$ cat src/rtl/y86_pkg.sv
// Shared Y86-64 encodings: icodes, status codes, register "none", pipeline control states.
package y86_pkg;

  localparam logic [3:0] I_HALT   = 4'h0;
  localparam logic [3:0] I_NOP    = 4'h1;
  localparam logic [3:0] I_CMOVXX = 4'h2;
  localparam logic [3:0] I_IRMOVQ = 4'h3;
  localparam logic [3:0] I_RMMOVQ = 4'h4;
  localparam logic [3:0] I_MRMOVQ = 4'h5;
  localparam logic [3:0] I_OPQ    = 4'h6;
  localparam logic [3:0] I_JXX    = 4'h7;
  localparam logic [3:0] I_CALL   = 4'h8;
  localparam logic [3:0] I_RET    = 4'h9;
  localparam logic [3:0] I_PUSHQ  = 4'hA;
  localparam logic [3:0] I_POPQ   = 4'hB;

  // Status codes are kept as plain integers so each block can size them to its own STAT_W.
  localparam int S_AOK = 1;
  localparam int S_HLT = 2;
  localparam int S_ADR = 3;
  localparam int S_INS = 4;

  localparam logic [3:0] REG_NONE = 4'hF;

  typedef enum logic [1:0] {
    RUN       = 2'd0,
    RET_DRAIN = 2'd1,
    HALT      = 2'd2
  } pipe_state_t;

endpackage

$ cat src/rtl/pipe_ctrl_stats.sv
// Saturating hazard/stall event counters for pipe_ctrl; counts update one edge after the event.
// No backpressure; counting pauses while frozen (core halted).
module pipe_ctrl_stats (
  input  logic        clk,
  input  logic        rst_n,
  input  logic        freeze,
  input  logic        lu,
  input  logic        mp,
  input  logic        ret_take,
  input  logic        f_stall,
  output logic [31:0] stat_lu_cycles,
  output logic [31:0] stat_mp_count,
  output logic [31:0] stat_ret_count,
  output logic [31:0] stat_stall_cycles
);

  always_ff @(posedge clk) begin
    if (!rst_n) begin
      stat_lu_cycles    <= '0;
      stat_mp_count     <= '0;
      stat_ret_count    <= '0;
      stat_stall_cycles <= '0;
    end else if (!freeze) begin
      if (lu && (stat_lu_cycles != '1))
        stat_lu_cycles <= stat_lu_cycles + 32'd1;
      if (mp && (stat_mp_count != '1))
        stat_mp_count <= stat_mp_count + 32'd1;
      if (ret_take && (stat_ret_count != '1))
        stat_ret_count <= stat_ret_count + 32'd1;
      if (f_stall && (stat_stall_cycles != '1))
        stat_stall_cycles <= stat_stall_cycles + 32'd1;
    end
  end

endmodule

$ cat src/rtl/pipe_ctrl.sv
// Y86-64 pipeline stall/bubble control; Mealy outputs in the hazard cycle, state registered.
// Ret drain and sticky halt held by a small FSM; optional counters under PIPE_CTRL_STATS_EN.
module pipe_ctrl
  import y86_pkg::*;
#(
  parameter int RET_DRAIN_CYCLES = 3,
  parameter int STAT_W           = 3
) (
  input  logic              clk,
  input  logic              rst_n,
  input  logic [3:0]        D_icode,
  input  logic [3:0]        d_srcA,
  input  logic [3:0]        d_srcB,
  input  logic [3:0]        E_icode,
  input  logic [3:0]        E_dstM,
  input  logic              e_Cnd,
  input  logic [STAT_W-1:0] m_stat,
  input  logic [STAT_W-1:0] W_stat,
  output logic              F_stall,
  output logic              D_stall,
  output logic              D_bubble,
  output logic              E_bubble,
  output logic              M_bubble,
  output logic              W_stall,
  output logic              halted,
  output logic              ret_busy
`ifdef PIPE_CTRL_STATS_EN
  ,
  output logic [31:0]       stat_lu_cycles,
  output logic [31:0]       stat_mp_count,
  output logic [31:0]       stat_ret_count,
  output logic [31:0]       stat_stall_cycles
`endif
);

  localparam int CNT_W = (RET_DRAIN_CYCLES > 1) ? $clog2(RET_DRAIN_CYCLES) : 1;

  pipe_state_t      state, state_nxt;
  logic [CNT_W-1:0] cnt, cnt_nxt;
  logic             lu, mp, mex, wex, ret_take;

  assign lu  = ((E_icode == I_MRMOVQ) || (E_icode == I_POPQ)) && (E_dstM != REG_NONE) &&
               ((E_dstM == d_srcA) || (E_dstM == d_srcB));
  assign mp  = (E_icode == I_JXX) && !e_Cnd;
  assign mex = (m_stat != STAT_W'(S_AOK));
  assign wex = (W_stat != STAT_W'(S_AOK));

  always_comb begin
    state_nxt = state;
    cnt_nxt   = cnt;
    F_stall   = 1'b0;
    D_stall   = 1'b0;
    D_bubble  = 1'b0;
    E_bubble  = 1'b0;
    M_bubble  = 1'b0;
    W_stall   = 1'b0;
    halted    = 1'b0;
    ret_busy  = 1'b0;
    ret_take  = 1'b0;

    // A writeback exception freezes the core in the same cycle it is seen, from any state.
    if ((state == HALT) || wex) begin
      state_nxt = HALT;
      F_stall   = 1'b1;
      D_bubble  = 1'b1;
      E_bubble  = 1'b1;
      M_bubble  = 1'b1;
      W_stall   = 1'b1;
      halted    = 1'b1;
    end else begin
      case (state)
        RUN: begin
          if (mp) begin
            D_bubble = 1'b1;
            E_bubble = 1'b1;
          end else if (lu) begin
            F_stall  = 1'b1;
            D_stall  = 1'b1;
            E_bubble = 1'b1;
          end else if (D_icode == I_RET) begin
            F_stall  = 1'b1;
            D_bubble = 1'b1;
            ret_take = 1'b1;
            if (RET_DRAIN_CYCLES > 1) begin
              state_nxt = RET_DRAIN;
              cnt_nxt   = CNT_W'(RET_DRAIN_CYCLES - 1);
            end
          end
        end
        RET_DRAIN: begin
          F_stall  = 1'b1;
          D_bubble = 1'b1;
          ret_busy = 1'b1;
          cnt_nxt  = cnt - 1'b1;
          if (cnt <= CNT_W'(1))
            state_nxt = RUN;
        end
        default: state_nxt = RUN;
      endcase
    end

    M_bubble = M_bubble | mex;
  end

  always_ff @(posedge clk) begin
    if (!rst_n) begin
      state <= RUN;
      cnt   <= '0;
    end else begin
      state <= state_nxt;
      cnt   <= cnt_nxt;
    end
  end

`ifdef PIPE_CTRL_STATS_EN
  pipe_ctrl_stats u_stats (
    .clk               (clk),
    .rst_n             (rst_n),
    .freeze            (state == HALT),
    .lu                (lu),
    .mp                (mp),
    .ret_take          (ret_take),
    .f_stall           (F_stall),
    .stat_lu_cycles    (stat_lu_cycles),
    .stat_mp_count     (stat_mp_count),
    .stat_ret_count    (stat_ret_count),
    .stat_stall_cycles (stat_stall_cycles)
  );
`endif

endmodule

$ cat config.mk
export PLATFORM = sky130hd
export DESIGN_NAME = pipe_ctrl
export DESIGN_NICKNAME = d
export VERILOG_FILES = /design/src/rtl/y86_pkg.sv /design/src/rtl/pipe_ctrl_stats.sv /design/src/rtl/pipe_ctrl.sv
export SDC_FILE = /design/constraint.sdc
export NUM_CORES = 1
export LEC_CHECK = 0
export CORE_MARGIN = 5
export CORE_UTILIZATION = 31
export CTS_CLUSTER_SIZE = 14
export DETAILED_ROUTE_END_ITERATION = 10
export PLACE_DENSITY = 0.85
export SLEW_MARGIN = 15
export SYNTH_ARGS = -nofsm -noshare
export SYNTH_HDL_FRONTEND = slang
export SYNTH_SLANG_ARGS = --single-unit
$ cat constraint.sdc
create_clock -name clk -period 2.1 [get_ports clk]
set_input_delay 0.42 -clock clk [delete_from_list [all_inputs] [get_ports clk]]
set_output_delay 0.42 -clock clk [all_outputs]
set_load 0.005 [all_outputs]
## After elaboration in Yosys (flattened, before gate mapping)

Cells that the tools add are included.

- Add/sub/neg operators: 1
- Multiply operators: 0
- Div/mod/pow operators: 0
- $lt $le $gt $ge: 1
- Equal/unequal tests: 19
- Shift operators: 0
- Multiplexer cells: 29
- Bitwise logic cells: 3
- Reductions and logical operators: 13

Operators with widths:

| cell | count |
|---|---|
| 2-to-1 mux 1 bit | 17 |
| 2-to-1 mux 2 bit | 8 |
| != test 3 bit (second input constant) | 4 |
| == test 4 x 3 -> 1 bit (second input constant) | 2 |
| == test 4 bit | 2 |
| == test 4 bit (second input constant) | 2 |
| != test 2 bit (second input constant) | 4 |
| case mux 2 bit (2 select lines) | 2 |
| AND reduction 4 bit | 2 |
| != test 3 x 1 -> 1 bit (second input constant) | 2 |
| AND reduction 5 bit | 1 |
| != test 4 bit (second input constant) | 1 |
| case mux 1 bit (2 select lines) | 2 |
| logical AND 1 bit | 3 |
| logical OR 1 bit | 3 |
| == test 2 x 1 -> 1 bit (second input constant) | 1 |
| == test 2 bit (second input constant) | 1 |
| less-or-equal comparator 2 x 1 -> 1 bit (second input constant) | 1 |
| logical NOT 2 bit | 1 |
| NOT 1 bit | 2 |
| nonzero test 2 bit | 1 |
| OR reduction 2 bit | 1 |
| subtractor 2 x 1 -> 2 bit (second input constant) | 1 |
| logical NOT 1 bit | 1 |
| OR 1 bit | 1 |

- Bits in registers: 4
- Latch bits: 0
- Bits in writable memories: 0
- Memory bits (read-only): 0
- Input port bits: 29
- Word-level logic and storage cells: 69
- Memories kept: 0

## Logic depth before layout (Yosys ltp)

- Word-level depth: 8
- Mapped depth: 5
- Depth with buffers taken out: 5

## Worst setup path after synthesis

Ideal clock, no wire load.

- Kind: input port to output port
- Start: in E_dstM[1]
- End: out D_stall
- Data arrival time: 1.392 ns
- Path slack: 0.288 ns
- Stages on the path: 4
- Path buffers: 0
- Cells stage by stage: xor2_1 nor4_2 o2111ai_2 nor4b_1

- Cells in the longest elaborated chain, start to end: 7
- Elaborated cells on any way between the ends: 10
- Classes of those cells: eq/ne: 3; mux: 4; reduce/logical: 3

RTL lines:

| what | RTL line | RTL |
|---|---|---|
| from (decl) | pipe_ctrl.sv:15 | `input logic [3:0] E_dstM,` |
| != test 4 bit / == test 4 bit (equally long branches) | pipe_ctrl.sv:42, pipe_ctrl.sv:43 |  |
| logical AND 1 bit / logical OR 1 bit (equally long branches) | pipe_ctrl.sv:42, pipe_ctrl.sv:43 |  |
| logical AND 1 bit * | pipe_ctrl.sv:42 | `assign lu = ((E_icode == I_MRMOVQ) \|\| (E_icode == I_POPQ)) && (E_dstM != REG_NONE) &&` |
| 2-to-1 mux 1 bit * | pipe_ctrl.sv:76 | `end else if (lu) begin` |
| 2-to-1 mux 1 bit * | pipe_ctrl.sv:73 | `if (mp) begin` |
| 2-to-1 mux 1 bit * | pipe_ctrl.sv:71 | `case (state)` |
| 2-to-1 mux 1 bit * | pipe_ctrl.sv:62 | `if ((state == HALT) \|\| wex) begin` |
| to (decl) | pipe_ctrl.sv:20 | `output logic D_stall,` |

Every way passes the cells marked *; elsewhere a longest branch is shown, timed or not.

## Worst setup path in the final report

- Start: in E_dstM[2]
- End: out D_bubble

- Cells in the longest elaborated chain, start to end: 7
- Elaborated cells on any way between the ends: 10
- Classes of those cells: eq/ne: 3; mux: 4; reduce/logical: 3

RTL lines:

| what | RTL line | RTL |
|---|---|---|
| != test 4 bit / == test 4 bit (equally long branches) | pipe_ctrl.sv:42, pipe_ctrl.sv:43 |  |
| logical AND 1 bit / logical OR 1 bit (equally long branches) | pipe_ctrl.sv:42, pipe_ctrl.sv:43 |  |
| logical AND 1 bit * | pipe_ctrl.sv:42 |  |
| 2-to-1 mux 1 bit * | pipe_ctrl.sv:76 |  |
| 2-to-1 mux 1 bit * | pipe_ctrl.sv:73 |  |
| case mux 1 bit (2 select lines) * | pipe_ctrl.sv:71 |  |
| 2-to-1 mux 1 bit * | pipe_ctrl.sv:62 |  |
| to (decl) | pipe_ctrl.sv:21 | `output logic D_bubble,` |

Marks and branches as above.

==> impl_metrics.ini <==
[place]
place_ws_ns = -0.793
hpwl_um = 1430
gp_congestion = 0.785
io_buffers = 36

[outcome]
status = complete, but fails checks
violations = negative setup slack

[routing]
drt_pass1_iterations = 3
route.vias.total = 655
dr.first_iter.drc_count = 6
drc = 0
final_antenna_net_count = 0
route.detailed.wl_per_inst_um = 14.5
totalWireLength_um = 1940
viasPerCell = 4.89

[pwr]
leakage_nw = 0.441
totalPowerFinal_mw = 0.292
vdd_drop_max_mv = 0.338
power.density_nw_per_um2 = 291

[setup_path]
critPathMaxFanout = 4
path_class = in2out
cp.arrival_ns = 1.77
endpoint = D_bubble
r2r_start = state[0]
start_kind = input pin
rr_endpoint = cnt[0]
worst-r2r-cell-count = 6
required_ns = 1.68
crit_start = E_dstM[2]
worst_setup_path_end_kind = output pin
reg2reg_slack_ns = 0.71

[yosys]
synth_cells = 58
synth_edf_count = 0
synth_area_sq_um = 453
yosysSeqAreaShare = 0.177
synth_async_sr_flop_share = 0
synth_flop_cell = dfxtp_1
yosys_warnings = 0
synth.distinct_cells = 28
syn-num-nets = 88
avgSynthCellArea_sq_um = 7.81
synth-seq-cells = 4

[timing]
tightestPinTransition_ns = 0.313
fin_skew_ns = 0.00291
relSlewSlack = 0.791
rsz0062_at_grt = yes
setup_ws_ns = -0.0931
hold_slack_ns = 0.484
fin_crit_sh = 1.04
period_minus_slack_ns = 2.19
hold_violations = 0
max_freq_mhz = 456
drv_slew = 0
finalSetupViolCount = 3

[finish]
layout_commonest_cell = buf_4
finish.net_count = 151
ff_latch_area_sq_um = 80.1
fillers = 105
drive_gt1_frac = 0.471
n_antenna_cell = 0
mostFrequentLayoutCells = buf_4 (22), dlygate4sd2_1 (11), buf_2 (11), clkdlybuf4s50_1 (10)
multiInputGateArea_sq_um = 405
syn2layout_area_growth_pct = 122

[clock_tree]
root_buffer = clkbuf_4
cts.reportedPaths.clkPinSlew_ns = 0.04
cts_sinks = 4
clkLatencyLatePin_ns = 0.23
tritoncts.num_buffers = 3
cts-htree-levels = 1
clk_path_buf_depth = 2
cts_hold_buffers = 0
tritoncts = yes

[global_routing]
groute.usage.overall = 0.190
first_global_vias = 706
grt_max_degree = 8
antenna_found_initial = 0
grt_overflow = 0
grt_pass1_wl_um = 3050

[floorplanning]
dieHeight_um = 48.2
die-area_sq_um = 2330
start_util = 0.340
rows = 13
core_sq_um = 1330
die_w_um = 48.2
io_pins = 37

[min_path]
hold_path.class = reg2reg

[flow_run]
max_cap_viol_count = 0
## kinds of logic (layout without fill, tap and decap cells)
logic type,after synthesis,after routing,synth area share
adder cells (fa/ha/maj),1,1,0.0276
AO/OA/AOI/OAI,11,11,0.182
flip-flops,4,4,0.177
AND/OR/NAND/NOR,28,28,0.389
buffers and inverters,5,66,0.0497
XOR/XNOR,9,9,0.174
## layer usage
metal,track usage,routed length (um),vias to the layer above
li1,-,-,334
met1,0.193,711,290
met2,0.359,1040,25
met3,0.0664,159,6
met4,0.0538,31,0
met5,0,0,-
## cell type report
class,count,area share
Clock buffer,3,0.0224
Inverter,4,0.0149
Multi-Input combinational cell,49,0.403
Sequential cell,4,0.0797
Tap cell,15,0.0187
Timing Repair Buffer,59,0.461
## synth_stat cells (2+ instances only)
cell type / count / share of area
nor4_2: 2 / 0.055
xor2_1: 8 / 0.15
nand4_1: 3 / 0.041
nand2_1: 6 / 0.050
nor2_1: 4 / 0.033
a21oi_1: 2 / 0.022
dfxtp_1: 4 / 0.18
o21ai_0: 2 / 0.022
nand3_1: 3 / 0.033
inv_1: 4 / 0.033
nor2b_1: 2 / 0.028
a31oi_1: 2 / 0.028
## state kept, by name (all words and copies together) (netlist names)
signal  cells
cnt         2
state       2
## metrics by stage
stage / util / TNS (ns) / instance area, sq um / instances
final: 0.753 / -0.227 / 1000 / 134
after CTS: 0.745 / -0.233 / 993 / 133
after detailed placement: 0.703 / -4.67 / 937 / 123
after global placement: 0.703 / -4.43 / 937 / 123
after floorplan: - / 0 / 453 / 58
after global routing: 0.753 / -0.517 / 1000 / 134
## power breakdown
group / internal (mW) / switching, mW / total (mW)
clock network: 0.0636 / 0.0273 / 0.0910
logic: 0.0743 / 0.0467 / 0.121
registers: 0.0778 / 0.00250 / 0.0803
## worst max-delay path, stage by stage
cell	delay, ns
buf_8	0.10
xor2_2	0.17
nor4_2	0.30
o2111ai_2	0.21
buf_4	0.19
a211oi_2	0.17
o21ai_1	0.08
buf_2	0.14
## worst min path at each step
stage | endpoint | startpoint | cells after the start | slack, ns
2_1_floorplan | state[0] | cnt[1] | 2 | 0.45
3_3_place_gp | state[0] | cnt[1] | 2 | 0.47
3_5_place_dp | state[0] | cnt[1] | 2 | 0.47
4_1_cts | state[0] | cnt[1] | 2 | 0.48
5_1_grt | cnt[1] | cnt[1] | 2 | 0.52
6_report | state[0] | cnt[1] | 2 | 0.48
## repair_timing
| item | CTS | global route |
|---|---|---|
| setup endpoints to repair | 8 | 7 |
| pin swaps | 13 | 4 |
| gates resized for setup | 73 | 7 |
| setup buffers | 7 | 1 |
Note: power is estimated with default switching activity, not from simulation.
